<file path="config.mk">
export PLATFORM = sky130hd
export DESIGN_NAME = shift_seq2x4_flat
export DESIGN_NICKNAME = d
export VERILOG_FILES = /design/src/rtl/shift_seq2x4_pkg.sv /design/src/rtl/shift_seq2x4_if.sv /design/src/rtl/shift_seq2x4_shifter2x4.sv /design/src/rtl/shift_seq2x4.sv /design/src/flat_wrapper.sv
export SDC_FILE = /design/constraint.sdc
export NUM_CORES = 1
export LEC_CHECK = 0
export CAP_MARGIN = 20
export CORE_MARGIN = 4
export CORE_UTILIZATION = 45
export DETAILED_ROUTE_END_ITERATION = 7
export PLACE_DENSITY = 0.86
export SYNTH_ARGS = -nofsm -noshare
export SYNTH_HDL_FRONTEND = slang
export SYNTH_HIERARCHICAL = 1
export SYNTH_SLANG_ARGS = --single-unit
</file>
<file path="constraint.sdc">
create_clock -name clk -period 1.7 [get_ports clk]
set_input_delay 0.34 -clock clk [delete_from_list [all_inputs] [get_ports clk]]
set_output_delay 0.34 -clock clk [all_outputs]
set_load 0.005 [all_outputs]
</file>
<file path="src/rtl/shift_seq2x4_pkg.sv">
// Shared types and constants for the shift_seq2x4 sequencer and its shifter datapath.
// The optional SHIFT_SEQ_EARLY_DONE_EN build uses lane_is_fixed() below.
package shift_seq_pkg;

  localparam int LANE_W = 4;

  typedef enum logic [1:0] {
    IDLE  = 2'd0,
    SHIFT = 2'd1,
    DONE  = 2'd2
  } state_t;

  // True when another 1-bit shift in the given mode cannot change the lane:
  // zero for left and logical right, all-zeros or all-ones for arithmetic right.
  function automatic logic lane_is_fixed(input logic [LANE_W-1:0] x,
                                         input logic dir,
                                         input logic arith);
    if (dir && arith) begin
      return (x == '0) || (x == '1);
    end
    return (x == '0);
  endfunction

endpackage

</file>
<file path="src/rtl/shift_seq2x4_if.sv">
// Op request and result handshakes of shift_seq2x4.
// Both sides are strict valid/ready: a transfer happens on a rising clk edge where
// valid && ready are both high; the sender keeps its payload stable while valid is
// high and ready is low, and ready never depends combinationally on valid.
interface shift_seq2x4_if #(
  parameter int AMT_W = 3
);
  import shift_seq_pkg::*;

  logic              in_valid;
  logic              in_ready;
  logic [LANE_W-1:0] in_a;
  logic [LANE_W-1:0] in_b;
  logic              in_dir;
  logic              in_arith;
  logic [AMT_W-1:0]  in_amt;
  logic              out_valid;
  logic              out_ready;
  logic [LANE_W-1:0] out_ya;
  logic [LANE_W-1:0] out_yb;

  // Sequencer side
  modport slave (
    input  in_valid, in_a, in_b, in_dir, in_arith, in_amt, out_ready,
    output in_ready, out_valid, out_ya, out_yb
  );

  // Issue logic / result consumer side
  modport master (
    output in_valid, in_a, in_b, in_dir, in_arith, in_amt, out_ready,
    input  in_ready, out_valid, out_ya, out_yb
  );

endinterface

</file>
<file path="src/rtl/shift_seq2x4_shifter2x4.sv">
// shifter2x4: combinational 1-bit shifter on two independent 4-bit lanes.
// dir=0 shifts left with zero fill; dir=1 shifts right, zero fill unless arith=1,
// in which case bit 3 is replicated.
module shifter2x4
  import shift_seq_pkg::*;
(
  input  logic [LANE_W-1:0] a,
  input  logic [LANE_W-1:0] b,
  input  logic              dir,
  input  logic              arith,
  output logic [LANE_W-1:0] ya,
  output logic [LANE_W-1:0] yb
);

  // One-position shift of each lane; both lanes share dir/arith.
  always_comb begin
    ya = a;
    yb = b;
    if (!dir) begin
      ya = {a[LANE_W-2:0], 1'b0};
      yb = {b[LANE_W-2:0], 1'b0};
    end else begin
      ya = {arith & a[LANE_W-1], a[LANE_W-1:1]};
      yb = {arith & b[LANE_W-1], b[LANE_W-1:1]};
    end
  end

endmodule

</file>
<file path="src/rtl/shift_seq2x4.sv">
// shift_seq2x4: multi-bit shift sequencer. Accepts one op, applies `amt` 1-bit
// shifts (one per cycle) through the shared shifter2x4, then presents both lanes
// until the consumer takes them. Only one op is in flight; in_ready is high in
// IDLE only.
// Optional build macro: SHIFT_SEQ_EARLY_DONE_EN -- leave SHIFT as soon as both
// lanes have reached a value further shifts cannot change.
module shift_seq2x4
  import shift_seq_pkg::*;
#(
  parameter int AMT_W = 3
) (
  input  logic                 clk,
  input  logic                 rst_n,
  shift_seq2x4_if.slave        bus,
  output logic                 busy,
  output state_t               state_dbg
);

  state_t            state, state_nxt;
  logic [LANE_W-1:0] lane_a, lane_a_nxt;
  logic [LANE_W-1:0] lane_b, lane_b_nxt;
  logic [AMT_W-1:0]  cnt, cnt_nxt;
  logic              dir_q, dir_nxt;
  logic              arith_q, arith_nxt;
  logic [LANE_W-1:0] sh_a, sh_b;
  logic              in_ready_c, out_valid_c;
  logic              last_shift;

  shifter2x4 u_shifter (
    .a     (lane_a),
    .b     (lane_b),
    .dir   (dir_q),
    .arith (arith_q),
    .ya    (sh_a),
    .yb    (sh_b)
  );

`ifdef SHIFT_SEQ_EARLY_DONE_EN
  // This shift is the last one if the count runs out or both lanes land on a
  // fixed point; further shifts would leave the result unchanged.
  always_comb begin
    last_shift = (cnt == AMT_W'(1)) ||
                 (lane_is_fixed(sh_a, dir_q, arith_q) &&
                  lane_is_fixed(sh_b, dir_q, arith_q));
  end
`else
  // This shift is the last one exactly when the count runs out.
  always_comb begin
    last_shift = (cnt == AMT_W'(1));
  end
`endif

  // State register and op registers; async reset discards any op in flight.
  always_ff @(posedge clk or negedge rst_n) begin
    if (!rst_n) begin
      state   <= IDLE;
      lane_a  <= '0;
      lane_b  <= '0;
      cnt     <= '0;
      dir_q   <= 1'b0;
      arith_q <= 1'b0;
    end else begin
      state   <= state_nxt;
      lane_a  <= lane_a_nxt;
      lane_b  <= lane_b_nxt;
      cnt     <= cnt_nxt;
      dir_q   <= dir_nxt;
      arith_q <= arith_nxt;
    end
  end

  // Next-state, register updates and handshake outputs.
  always_comb begin
    state_nxt   = state;
    lane_a_nxt  = lane_a;
    lane_b_nxt  = lane_b;
    cnt_nxt     = cnt;
    dir_nxt     = dir_q;
    arith_nxt   = arith_q;
    in_ready_c  = 1'b0;
    out_valid_c = 1'b0;
    case (state)
      IDLE: begin
        in_ready_c = 1'b1;
        if (bus.in_valid) begin
          lane_a_nxt = bus.in_a;
          lane_b_nxt = bus.in_b;
          dir_nxt    = bus.in_dir;
          arith_nxt  = bus.in_arith;
          cnt_nxt    = bus.in_amt;
          state_nxt  = (bus.in_amt != '0) ? SHIFT : DONE;
        end
      end
      SHIFT: begin
        lane_a_nxt = sh_a;
        lane_b_nxt = sh_b;
        // Counter saturates at zero rather than wrapping.
        if (cnt != '0) begin
          cnt_nxt = cnt - AMT_W'(1);
        end
        if (last_shift) begin
          state_nxt = DONE;
        end
      end
      DONE: begin
        out_valid_c = 1'b1;
        if (bus.out_ready) begin
          state_nxt = IDLE;
        end
      end
      default: begin
        state_nxt = IDLE;
      end
    endcase
  end

  assign bus.in_ready  = in_ready_c;
  assign bus.out_valid = out_valid_c;
  assign bus.out_ya    = lane_a;
  assign bus.out_yb    = lane_b;
  assign busy          = (state == SHIFT) || (state == DONE);
  assign state_dbg     = state;

endmodule

</file>
<file path="src/flat_wrapper.sv">
// flat-port wrapper written by rule: the top's interface ports become plain ports
module shift_seq2x4_flat import shift_seq_pkg::*;
#(
  parameter int AMT_W = 3
)
  (clk, rst_n, busy, state_dbg, bus_in_valid, bus_in_a, bus_in_b, bus_in_dir, bus_in_arith, bus_in_amt, bus_out_ready, bus_in_ready, bus_out_valid, bus_out_ya, bus_out_yb);
  shift_seq2x4_if #(.AMT_W(AMT_W)) bus_i ();
  input  logic clk;
  input  logic rst_n;
  output logic busy;
  output state_t state_dbg;
  input wire logic [$bits(bus_i.in_valid)-1:0] bus_in_valid;
  input wire logic [$bits(bus_i.in_a)-1:0] bus_in_a;
  input wire logic [$bits(bus_i.in_b)-1:0] bus_in_b;
  input wire logic [$bits(bus_i.in_dir)-1:0] bus_in_dir;
  input wire logic [$bits(bus_i.in_arith)-1:0] bus_in_arith;
  input wire logic [$bits(bus_i.in_amt)-1:0] bus_in_amt;
  input wire logic [$bits(bus_i.out_ready)-1:0] bus_out_ready;
  output wire logic [$bits(bus_i.in_ready)-1:0] bus_in_ready;
  output wire logic [$bits(bus_i.out_valid)-1:0] bus_out_valid;
  output wire logic [$bits(bus_i.out_ya)-1:0] bus_out_ya;
  output wire logic [$bits(bus_i.out_yb)-1:0] bus_out_yb;
  assign bus_i.in_valid = bus_in_valid;
  assign bus_i.in_a = bus_in_a;
  assign bus_i.in_b = bus_in_b;
  assign bus_i.in_dir = bus_in_dir;
  assign bus_i.in_arith = bus_in_arith;
  assign bus_i.in_amt = bus_in_amt;
  assign bus_i.out_ready = bus_out_ready;
  assign bus_in_ready = bus_i.in_ready;
  assign bus_out_valid = bus_i.out_valid;
  assign bus_out_ya = bus_i.out_ya;
  assign bus_out_yb = bus_i.out_yb;
  shift_seq2x4 #(.AMT_W(AMT_W)) u_core (.clk(clk), .rst_n(rst_n), .bus(bus_i), .busy(busy), .state_dbg(state_dbg));
endmodule
</file>
After elaboration in Yosys (flattened, before gate mapping)
Cells that the tools add are included.
W data, S select, Z words.
{ "op_classes": {"addsub": 1, "eq_ne": 7, "n_mux": 16, "bitwise_logic": 2, "reduce_logical": 9} }
{ "op_table": {"columns": ["cell", "count"], "rows": [
  ["$mux W4", 4],
  ["$pmux W4 S2", 2],
  ["$mux W2", 4],
  ["$mux W3", 2],
  ["$pmux W2 S3", 1],
  ["$pmux W3 S2", 1],
  ["$reduce_and A3 Y1", 2],
  ["$reduce_bool A3 Y1", 2],
  ["$ne A2 B1 Y1 const B", 2],
  ["$ne A2 B2 Y1 const B", 2],
  ["$reduce_and A2 Y1", 2],
  ["$eq A3 B1 Y1 const B", 1],
  ["$sub A3 B1 Y3 const B", 1],
  ["$and A1 B1 Y1", 2],
  ["$eq A2 B1 Y1 const B", 1],
  ["$eq A2 B2 Y1 const B", 1],
  ["$logic_not A2 Y1", 1],
  ["$mux W1", 2],
  ["$reduce_bool A2 Y1", 1],
  ["$logic_or A1 B1 Y1", 1]
]} }
{ "word_totals": {"ff_bits": 15, "inputBits": 17, "output_inout_bits": 13} }

Depth between registers and ports, before layout
Gate-level depths: netlist (run 1).
{ "logic_depth": {"ltp_word": 4, "ltp_mapped": 8, "depth_no_buf": 5} }

By module
Netlist (run 1), hierarchy kept.
{ "modules_own_cells": {"columns": ["module", "n_inst", "cells_per_inst", "area_per_inst_um2", "seq_area_each_um2"], "rows": [
  ["shift_seq2x4", 1, 81, 847.1, 375.4],
  ["shifter2x4", 1, 13, 113.9, 0.0]
]} }

Worst setup path after synthesis (run 1)
Ideal clock, no wire load.
{ "synth_path": {"kind": "register to register", "from": "register u_core.state[0] (netlist: u_core/state_dbg[0])", "to": "register u_core.cnt[0]", "t_arrival_ns": 1.456, "required_time_ns": 1.579, "path_slack_ns": 0.123, "path_stages_with_launch": 7, "cell_sequence": "dfrtp_1 > inv_1 > ha_1 > mux2i_1 > buf_6 > a21oi_2 > o22a_1"} }
{ "synth_between": {"elab_chain_cells": 3, "word_cells_on_any_way": 7, "classes_between": "3 x eq/ne; 1 x mux; 3 x reduce/logical"} }
{ "synth_rtl": {"columns": ["element", "line_no", "source"], "rows": [
  ["from (decl)", "shift_seq2x4.sv:19", "state_t state, state_nxt;"],
  ["from (signal assigned)", "shift_seq2x4.sv:63", "state <= state_nxt;"],
  ["$eq A2 B1 Y1 / $logic_not A2 Y1 (equally long branches)", "shift_seq2x4.sv:82", "case (state)"],
  ["$ne A2 B1 Y1 (no source line), or another cell as far along", null, null],
  ["$reduce_and A3 Y1 (no source line)", null, null],
  ["to (signal assigned)", "shift_seq2x4.sv:66", "cnt <= cnt_nxt;"],
  ["to (decl)", "shift_seq2x4.sv:22", "logic [AMT_W-1:0] cnt, cnt_nxt;"]
]} }
Parallel ways exist; a longest one is shown, timed or not.
A chain may end at the register's enable or synchronous reset.

Worst setup path after layout (run 1)
{ "layout_path": {"from": "register u_core.state[1] (netlist: u_core/state_dbg[1])", "to": "output port bus_out_valid"} }
{ "layout_between": {"elab_chain_cells": 2} }
{ "layout_rtl": {"columns": ["element", "line_no", "source"], "rows": [
  ["$eq A2 B2 Y1", "shift_seq2x4.sv:82", null],
  ["$mux W1", "shift_seq2x4.sv:82", null],
  ["to (decl)", "flat_wrapper.sv:20", "output wire logic [$bits(bus_i.out_valid)-1:0] bus_out_valid;"]
]} }
Every way passes these cells.

==> results of run 1 <==
## logic make-up after synthesis
kind of cell,count (synthesis)
DFF,15
adders and majority gates,6
and+or+nand+nor,23
buffers and inverters,14
AOI/OAI and AO/OA,19
muxes,17
## placed cells by master (no fill, tap or decap)
cell,count
a211o_1,1
a21oi_2,1
a221oi_1,1
a222oi_1,1
a2bb2oi_1,1
and2_2,2
buf_4,7
buf_6,1
clkbuf_4,3
clkdlybuf4s50_1,26
clkinv_2,1
dfrtp_1,15
dlygate4sd2_1,3
ha_1,5
ha_4,1
inv_1,7
inv_2,2
mux2_2,2
mux2_4,4
mux2i_1,11
nand2_1,14
nand2b_1,2
nand3_1,2
nor2b_1,1
nor3_1,1
nor4_1,1
o21ai_0,10
o21ai_1,1
o22a_1,2
o32ai_1,1
## cell type report
type,count,area [sq um],area share
well taps,27,33.78,0.02530
inverters,9,33.78,0.02530
multi-input cells,65,514.2,0.3852
clock inverters,1,5.005,0.003749
repair buffers,37,350.3,0.2624
clock buffers,3,22.52,0.01687
flip-flops and latches,15,375.4,0.2812
## per-stage QoR
step	cells	setup WS, ns	util	hold WS (ns)
global placement	151	0.06834	0.6394	0.4923
CTS	157	0.05625	0.6650	0.3539
global route	157	0.009057	0.6669	0.3526
finish	157	0.06873	0.6669	0.3605
floorplan	94	0.1230	-	0.04441
detailed placement	151	-0.01094	0.6394	0.5254
## worst max-delay path, delay by kind of cell (launching register included)
kind	cells	cell delay, ns
adders and majority gates	1	0.20
buffers and inverters	2	0.42
DFF	1	0.39
## per-layer routing
layer	wire length [microns]	vias up	track usage	part of all wire
met4	7	0	0.07469	0.0034
met2	1020	27	0.2769	0.49
met5	0	-	0	0
li1	-	394	-	-
met3	118	2	0.02725	0.057
met1	918	372	0.2055	0.44
## worst paths after layout
check,endpoint,from,cells past startpoint,slack [ns]
max in group asynchronous,u_core/cnt[0]$_DFFE_PN0P_,rst_n,2,1.17
worst min-delay path,u_core/bus.out_yb[0]$_DFFE_PN0P_,rst_n,2,0.36
worst max register to register,u_core/state_dbg[0]$_DFFE_PN0P_,u_core/state_dbg[0]$_DFFE_PN0P_,4,0.14
min in group clk,u_core/bus.out_yb[1]$_DFFE_PN0P_,u_core/bus.out_yb[1]$_DFFE_PN0P_,2,0.54
worst max-delay path,bus_out_valid,u_core/state_dbg[1]$_DFFE_PN0P_,3,0.07
worst min register to register,u_core/bus.out_yb[1]$_DFFE_PN0P_,u_core/bus.out_yb[1]$_DFFE_PN0P_,2,0.54
## report_power, final
group	internal [mW]	switching [mW]
Clock	0.0873	0.113
Sequential	0.537	0.188
Combinational	0.853	0.597
## flip-flops by register name (all words and copies together), names as in the netlist
signal,flops
u_core/state_dbg,2
u_core/cnt,3
u_core/bus.out_ya,4
u_core/bus.out_yb,4
u_core/dir_q,1
u_core/arith_q,1
## timing repair
action | CTS | global route
endpoints found under the setup margin | 3 | 1
hold buffers | 0 | 0
gates resized for setup | 7 | 1
setup buffers | 2 | 0
pin swaps | 1 | 0
==> flow_summary.toml, run 1 <==
[status]
status = "complete, no violations"

[cts]
worstSkewPairLatency_ns = 0.28
cts_sinks = 15
cts-root-buf = "clkbuf_4"
numCtsBuffers = 3
cts_tree = "built"
clk_pin_slew_ns = 0.09
cts_max_path_buffers = 2
ctsHtreeMaxLevel = 1

[timing]
setup-tns-final_ns = 0
rsz0062_at_grt = "no"
hold_viol = 0
tightest_slew_ns = 0.4429
setup_viol = 0
relSlewSlack = 0.7047
fin_crit_ns = 1.631
final_max_slew_viol_count = 0
fin_crit_sh = 0.9596
finClkSkew_ns = 0.001716
fmax_mhz = 613.0

[setup_path]
crit_chain = "buf_4 -> ha_1 -> dlygate4sd2_1"
critPathKind = "reg -> out"
end_kind = "output port"
cp.required_ns = 1.36
arrival_ns = 1.29
cpPeakStageDelay_ns = 0.39
crit_fanout = 3
start_kind = "register"
cp_slowest_cell = "dfrtp_1"

[global_routing]
grt_pass1_wl_mm = 3.429
grt_util_all_layers = 0.1648
grt_pass1_vias = 791
grt_max_degree = 17
antenna_found_initial = 0
gr-total-overflow = 0

[route]
drt_iter0_drc = 32
final_antenna_net_count = 0
vias_per_cell = 5.064
wire_per_inst_microns = 13.15
routed_wl_mm = 2.065
detail_route.first_pass.iterations = 4
remaining_drc_errors = 0
via_count = 795

[die]
io-pin-count = 30
rows = 16
start_util = 0.4800
fp.dieH_microns = 54.21
dieArea_sq_um = 2939
die_w_microns = 54.21
coreArea_sq_um = 2002

[power_and_ir_drop]
p_per_area_nw_per_um2 = 1779
ir_worst_vdd_uv = 1013
p_leak_nw = 0.6131
total_power_mw = 2.375

[flow_run]
maxCapViolCount = 0

[logic_synthesis]
synth_cell_type_count = 24
synth-async-reset-ratio = 1.000
synthTopCellsByArea = "dfrtp_1, mux2i_1, ha_1"
syn_avg_cell_area_sq_um = 10.22
ys_seq_area_frac = 0.3906
synth_mux_area_frac = 0.2005
synth_top_family_by_area = "multiplexers"
synth_seq_cells = 15
synth_cells = 94
synth_fa_ha_area_frac = 0.07813
synthMostInstantiatedCell = "dfrtp_1"
yosysWarnings = 6
synthXorXnorAreaFrac = 0
synthTopCellsByCount = "dfrtp_1, nand2_1, mux2i_1"
synth.net_count = 117
yosysTopAreaCell = "dfrtp_1"
synth_simple_gate_area_share = 0.1120
synth-compound-area-share = 0.1315
synth_top_area_share = 0.3906
synthFlopType = "dfrtp_1"
synth_edf_count = 0
netlist_area_sq_um = 960.9

[finish]
layout-drive-gt1-share = 0.1846
nets = 154
num-fill-cells = 178
postLayoutCellArea_sq_um = 1335
area_delta_synth_final_pct = 38.93
antenna_cells = 0

[placed_design]
gp_routability_congestion = 0.7438
post-dp-hpwl_mm = 1.621
placed_cell_area_sq_um = 1280
place.port_buffers = 29

[worst_hold_path]
hold_class = "in -> async"
(Power assumes the default switching activity.)
==> run 2: changes to the inputs <==
--- a/config.mk
+++ b/config.mk
@@ -9,6 +9,8 @@
 export CORE_MARGIN = 4
 export CORE_UTILIZATION = 45
 export DETAILED_ROUTE_END_ITERATION = 7
+export GPL_ROUTABILITY_DRIVEN = 0
+export HOLD_SLACK_MARGIN = 0.03
 export PLACE_DENSITY = 0.86
 export SYNTH_ARGS = -nofsm -noshare
 export SYNTH_HDL_FRONTEND = slang
==> results of run 2 <==
No change in the layout: final DEF, timing and power equal those of run 1.
